`src/rtl/sprite_blitter.sv`:
```
// Pixel engine: expands one draw/erase/fill command into a registered (x, y, color, plot) stream.
// Define BLIT_CLIP_EN to suppress plots that fall outside the SCR_W x SCR_H screen.
module sprite_blitter #(
  parameter int unsigned SCR_W    = 160,
  parameter int unsigned SCR_H    = 120,
  parameter int unsigned X_W      = 8,
  parameter int unsigned Y_W      = 7,
  parameter int unsigned SPR_W    = 7,
  parameter int unsigned SPR_H    = 7,
  parameter int unsigned FRAMES   = 2,
  parameter int unsigned ADDR_W   = 4,
  parameter int unsigned COLOR_W  = 3,
  parameter int unsigned BG_COLOR = 0,
  parameter int unsigned FRAME_W  = (FRAMES > 1) ? $clog2(FRAMES) : 1
) (
  input  logic               clk,
  input  logic               reset_n,
  input  logic               start,
  input  logic [1:0]         mode,
  input  logic [FRAME_W-1:0] frame,
  input  logic [X_W-1:0]     x_in,
  input  logic [Y_W-1:0]     y_in,
  input  logic [X_W-1:0]     rect_w,
  input  logic [Y_W-1:0]     rect_h,
  input  logic [COLOR_W-1:0] fg_color,
  output logic [ADDR_W-1:0]  rom_addr,
  input  logic [SPR_W-1:0]   rom_data,
  output logic [X_W-1:0]     x,
  output logic [Y_W-1:0]     y,
  output logic [COLOR_W-1:0] color,
  output logic               plot,
  output logic               busy,
  output logic               done
);

`ifdef BLIT_CLIP_EN
  localparam bit ClipEn = 1'b1;
`else
  localparam bit ClipEn = 1'b0;
`endif

  localparam logic [X_W:0]       ScrWL   = (X_W+1)'(SCR_W);
  localparam logic [Y_W:0]       ScrHL   = (Y_W+1)'(SCR_H);
  localparam logic [X_W-1:0]     ColLast = X_W'(SPR_W - 1);
  localparam logic [Y_W-1:0]     RowLast = Y_W'(SPR_H - 1);
  localparam logic [COLOR_W-1:0] BgCol   = COLOR_W'(BG_COLOR);

  typedef enum logic [2:0] {StIdle, StFetch, StScan, StFill, StDone} state_e;

  state_e             state_q;
  logic               erase_q;
  logic [X_W-1:0]     x0_q, w_q, col_q, x_q;
  logic [Y_W-1:0]     y0_q, h_q, row_q, y_q;
  logic [COLOR_W-1:0] fg_q, color_q;
  logic [SPR_W-1:0]   bits_q;
  logic [ADDR_W-1:0]  rom_addr_q;
  logic               plot_q, busy_q, done_q;

  // Coordinates of the pixel that will be presented in the next cycle.
  logic [X_W-1:0]   org_x, pix_col;
  logic [Y_W-1:0]   org_y, pix_row;
  logic [X_W:0]     sum_x;
  logic [Y_W:0]     sum_y;
  logic [SPR_W-1:0] bits_shift;
  logic             clip_ok, fill_col_end;

  always_comb begin
    org_x        = x0_q;
    org_y        = y0_q;
    pix_col      = '0;
    pix_row      = row_q;
    fill_col_end = (col_q == (w_q - X_W'(1)));
    unique case (state_q)
      StIdle: begin
        org_x   = x_in;
        org_y   = y_in;
        pix_row = '0;
      end
      StScan: pix_col = col_q + X_W'(1);
      StFill: begin
        if (fill_col_end) pix_row = row_q + Y_W'(1);
        else              pix_col = col_q + X_W'(1);
      end
      default: ;
    endcase
    // One extra bit keeps the unwrapped sum for the clip test.
    sum_x      = {1'b0, org_x} + {1'b0, pix_col};
    sum_y      = {1'b0, org_y} + {1'b0, pix_row};
    clip_ok    = !ClipEn || ((sum_x < ScrWL) && (sum_y < ScrHL));
    bits_shift = bits_q >> pix_col;
  end

  always_ff @(posedge clk) begin
    if (!reset_n) begin
      state_q    <= StIdle;
      erase_q    <= 1'b0;
      x0_q       <= '0;
      y0_q       <= '0;
      w_q        <= '0;
      h_q        <= '0;
      col_q      <= '0;
      row_q      <= '0;
      fg_q       <= '0;
      bits_q     <= '0;
      x_q        <= '0;
      y_q        <= '0;
      color_q    <= '0;
      plot_q     <= 1'b0;
      busy_q     <= 1'b0;
      done_q     <= 1'b0;
      rom_addr_q <= '0;
    end else begin
      done_q <= 1'b0;
      unique case (state_q)
        StIdle: begin
          if (start) begin
            x0_q    <= x_in;
            y0_q    <= y_in;
            w_q     <= rect_w;
            h_q     <= rect_h;
            fg_q    <= fg_color;
            erase_q <= (mode == 2'b01);
            col_q   <= '0;
            row_q   <= '0;
            if (!mode[1]) begin
              state_q    <= StFetch;
              busy_q     <= 1'b1;
              rom_addr_q <= ADDR_W'(frame * SPR_H);
            end else if ((rect_w == '0) || (rect_h == '0)) begin
              state_q <= StDone;
              done_q  <= 1'b1;
            end else begin
              // First fill pixel is already on the outputs in the cycle after start.
              state_q <= StFill;
              busy_q  <= 1'b1;
              x_q     <= sum_x[X_W-1:0];
              y_q     <= sum_y[Y_W-1:0];
              color_q <= fg_color;
              plot_q  <= clip_ok;
            end
          end
        end
        StFetch: begin
          state_q <= StScan;
          bits_q  <= rom_data;
          col_q   <= '0;
          x_q     <= sum_x[X_W-1:0];
          y_q     <= sum_y[Y_W-1:0];
          color_q <= erase_q ? BgCol : fg_q;
          plot_q  <= rom_data[0] & clip_ok;
        end
        StScan: begin
          if (col_q == ColLast) begin
            plot_q <= 1'b0;
            if (row_q == RowLast) begin
              state_q <= StDone;
              busy_q  <= 1'b0;
              done_q  <= 1'b1;
            end else begin
              state_q    <= StFetch;
              row_q      <= row_q + Y_W'(1);
              rom_addr_q <= rom_addr_q + ADDR_W'(1);
            end
          end else begin
            col_q  <= pix_col;
            x_q    <= sum_x[X_W-1:0];
            y_q    <= sum_y[Y_W-1:0];
            plot_q <= bits_shift[0] & clip_ok;
          end
        end
        StFill: begin
          if (fill_col_end && (row_q == (h_q - Y_W'(1)))) begin
            state_q <= StDone;
            plot_q  <= 1'b0;
            busy_q  <= 1'b0;
            done_q  <= 1'b1;
          end else begin
            col_q  <= pix_col;
            row_q  <= pix_row;
            x_q    <= sum_x[X_W-1:0];
            y_q    <= sum_y[Y_W-1:0];
            plot_q <= clip_ok;
          end
        end
        StDone:  state_q <= StIdle;
        default: state_q <= StIdle;
      endcase
    end
  end

  assign rom_addr = rom_addr_q;
  assign x        = x_q;
  assign y        = y_q;
  assign color    = color_q;
  assign plot     = plot_q;
  assign busy     = busy_q;
  assign done     = done_q;

endmodule

```
`config.mk`:
```
export PLATFORM = sky130hd
export DESIGN_NAME = sprite_blitter
export DESIGN_NICKNAME = d
export VERILOG_FILES = /design/src/rtl/sprite_blitter.sv
export SDC_FILE = /design/constraint.sdc
export NUM_CORES = 1
export LEC_CHECK = 0
export ABC_CLOCK_PERIOD_IN_PS = 5800
export BUFFER_PORTS_ARGS = -buffer_cell sky130_fd_sc_hd__clkbuf_2
export CORE_MARGIN = 2
export CORE_UTILIZATION = 35
export CTS_CLUSTER_DIAMETER = 150
export CTS_CLUSTER_SIZE = 20
export DETAILED_ROUTE_END_ITERATION = 7
export SYNTH_ARGS = -nofsm -noshare
export SYNTH_HDL_FRONTEND = slang
export SYNTH_SLANG_ARGS = --single-unit
```
`constraint.sdc`:
```
create_clock -name clk -period 5.8 [get_ports clk]
set_input_delay 1.45 -clock clk [delete_from_list [all_inputs] [get_ports clk]]
set_output_delay 1.45 -clock clk [all_outputs]
set_load 0.01 [all_outputs]
```
==> out/metrics.cfg <==
[run_status]
outcome=finished clean

[run]
maxCapViolCount=0

[worst_setup_path]
crit_required_ns=6.04
worst-path-stages=19
critical_path_class=reg2reg
r2r_start=w_q[0]
crit_start=w_q[0]
critPathArrivalTime_ns=4.57
crit_path_max_fanout=9
reg2reg_depth=19
critical_path.cell_chain=inv_1 -> ha_1 -> or3b_1 -> or4_4 -> a211oi_4 -> o211ai_4 -> or2_1 -> o21ai_0 -> nand2_1 -> a22o_1 -> ha_1 -> nor2b_1 -> o21a_1 -> o21ai_0 -> nand2b_1 -> a21oi_1 -> xnor2_1 -> xnor2_1 -> o21ai_1
r2r-end=y[6]
slowest_stage=or4_4
r2r_setup_slack_ns=1.47
cp-start-kind=flip-flop
crit_family=simple AND/OR/NAND/NOR gates
critPathCapture=y[6]
critPathCaptureType=flip-flop
max_stage_delay_ns=0.52
path_buf_inv=1

[power_and_ir_drop]
ir_worst_vdd_uv=156.8
p_leak_nw=2.538
cellPowerDensity_nw_per_um2=339.9
power.total_mw=2.003

[timing]
timing.hold.ws_ns=0.4547
fin_ws_ns=1.470
slew_violations=0
clock_skew_ns=0.006223
tightest_slew_ns=0.8276
fin_crit_ns=4.330
period_share_pct=74.66
fin_tns_setup_ns=0
setup_viol=0
rsz0062_at_grt=false
hold_viol=0
fmax_ghz=0.2309
slew_headroom_pct=44.40

[synthesis]
async_flop_share_pct=0
synth_fp_nets=736
syn-instance-count=668
synth_edf_count=0
ys.warnings.count=0
synthTopCellsByArea=dfxtp_1, nand2_1, a21oi_1, ha_1, mux2i_1
syn_area_per_cell_um2=7.614
yosysSeqAreaShare_pct=33.06
yosysTopAreaCell=dfxtp_1
netlist_area_um2=5086
synth_cell_type_count=69
synth_top_cell_area_share_pct=33.06
synth_common_cells=nand2_1, dfxtp_1, a21oi_1
synth_ff_type=dfxtp_1
synth_most_common_cell=nand2_1
ys_ff_latch=84

[global_route]
grt_start_max_net_pins=69
grt_use_total_pct=17.61
grt_antenna_before_repair=0
grt_pass1_vias=4462
gr-total-overflow=0
grt_pass1_wl_um=22250

[finish]
drive_gt1_share_pct=15.46
area_delta_synth_final_pct=15.87
n_antenna_cell=0
finalInstanceArea_um2=5893
layout.nets=781
post-route-util_pct=41.01
n_fill_cell=1486
stdcell_count=902

[die]
die-area_um2=15510
core_area_um2=14370
start_util_pct=35.40
io-pin-count=71
rows=44
die_w_um=124.5
die_y_um=124.5

[clocking]
clkTransAtPathRegs_ns=0.06
cts_root_buf=clkbuf_16
cts_setup_buffers=0
clockBufferDepth=2
clock-sinks=84
clk_latency_ns=0.35
postCtsHoldBufs=0
ctsResizeCount=0
tritoncts=built
htree_levels=3
cts_buffers=9

[drt]
routed_via_density=5.155
drcViolationCount=0
num_vias=4650
wire_per_inst_um=14.74
antenna_left=0
drtIter0Drc=242
drt-total-wl_um=13290
firstDrtPassIters=5

[place]
dpl_cell_area_um2=5542
post-place-cells=886
hpwl_um=9764
gp_congestion=0.8163
port_buffers=70
pre_cts_ws_ns=1.492

[min_path]
min_path_type=reg2reg

## state kept, by name (all words and copies together), names as in the netlist, 7 cells and up
| signal | flops |
|---|---|
| x | 8 |
| bits_q | 7 |
| w_q | 8 |
| x0_q | 8 |
| col_q | 8 |
| y | 7 |
| h_q | 7 |
| y0_q | 7 |
| row_q | 7 |
## routing by layer
metal	vias to the layer above	share of wire, %	track usage [%]
met5	-	0	0
met4	0	1.3	4.494
met3	16	4.9	4.381
met2	102	47	29.70
met1	2121	47	22.51
li1	2411	-	-
## worst min path at each step
stage,slack [ns],depth (start not counted),end,start
global placement,0.44,2,x0_q[7],x0_q[7]
global route,0.47,2,fg_q[2],fg_q[2]
CTS,0.46,2,x0_q[1],x0_q[1]
floorplan,0.43,2,bits_q[4],bits_q[4]
detailed placement,0.45,2,x0_q[1],x0_q[1]
finish,0.45,2,y0_q[6],y0_q[6]
## power by group
group / switching, mW / internal [mW]
Sequential: 0.0594 / 0.650
Combinational: 0.380 / 0.236
Clock: 0.234 / 0.444
Total: 0.673 / 1.33
## final cells by class
class                      instances  area, µm²  area share, %
sequential                        84       1682          28.53
clock inverter                     4      95.09          1.614
tap                              184      230.2          3.907
multi-input combinational        522       3163          53.67
inverter                          21      78.83          1.338
timing repair buffer              75      387.9          6.582
clock buffer                      12      256.5          4.352
## cells in the final DEF (no fill, tap or decap), types with 4 or more instances in the layout
master and n:
nand2_1 150, dfxtp_1 84, a21oi_1 70, clkbuf_2 70, nor2_1 54, nand3_1 21, mux2i_1 21, xnor2_1 21
inv_1 20, ha_1 20, o21ai_0 17, xor2_1 14, nor3_1 11, o31ai_1 9, clkbuf_16 9, nand2b_1 8
o211ai_1 7, nor4_1 5, and3_1 5, a22o_1 5, a21o_1 5, buf_4 5, a31oi_1 4, or3_1 4
## logic make-up after synthesis
| kind of cell | after synthesis | share of synthesized area (%) |
|---|---|---|
| AND/OR/NAND/NOR | 292 | 26.30 |
| AO/OA/AOI/OAI | 151 | 19.48 |
| flip-flops | 84 | 33.06 |
| buffers and inverters | 62 | 4.846 |
| XOR/XNOR | 36 | 6.470 |
| adder cells (fa/ha/maj) | 22 | 5.707 |
| multiplexers | 21 | 4.133 |
## worst min-delay path: cells and delay by family, from the launching register on
family	cells	cell delay, ns
AOI/OAI and AO/OA	1	0.05
DFF	1	0.31
and+or+nand+nor	1	0.05
No activity file was read; power rests on OpenSTA's default activity.
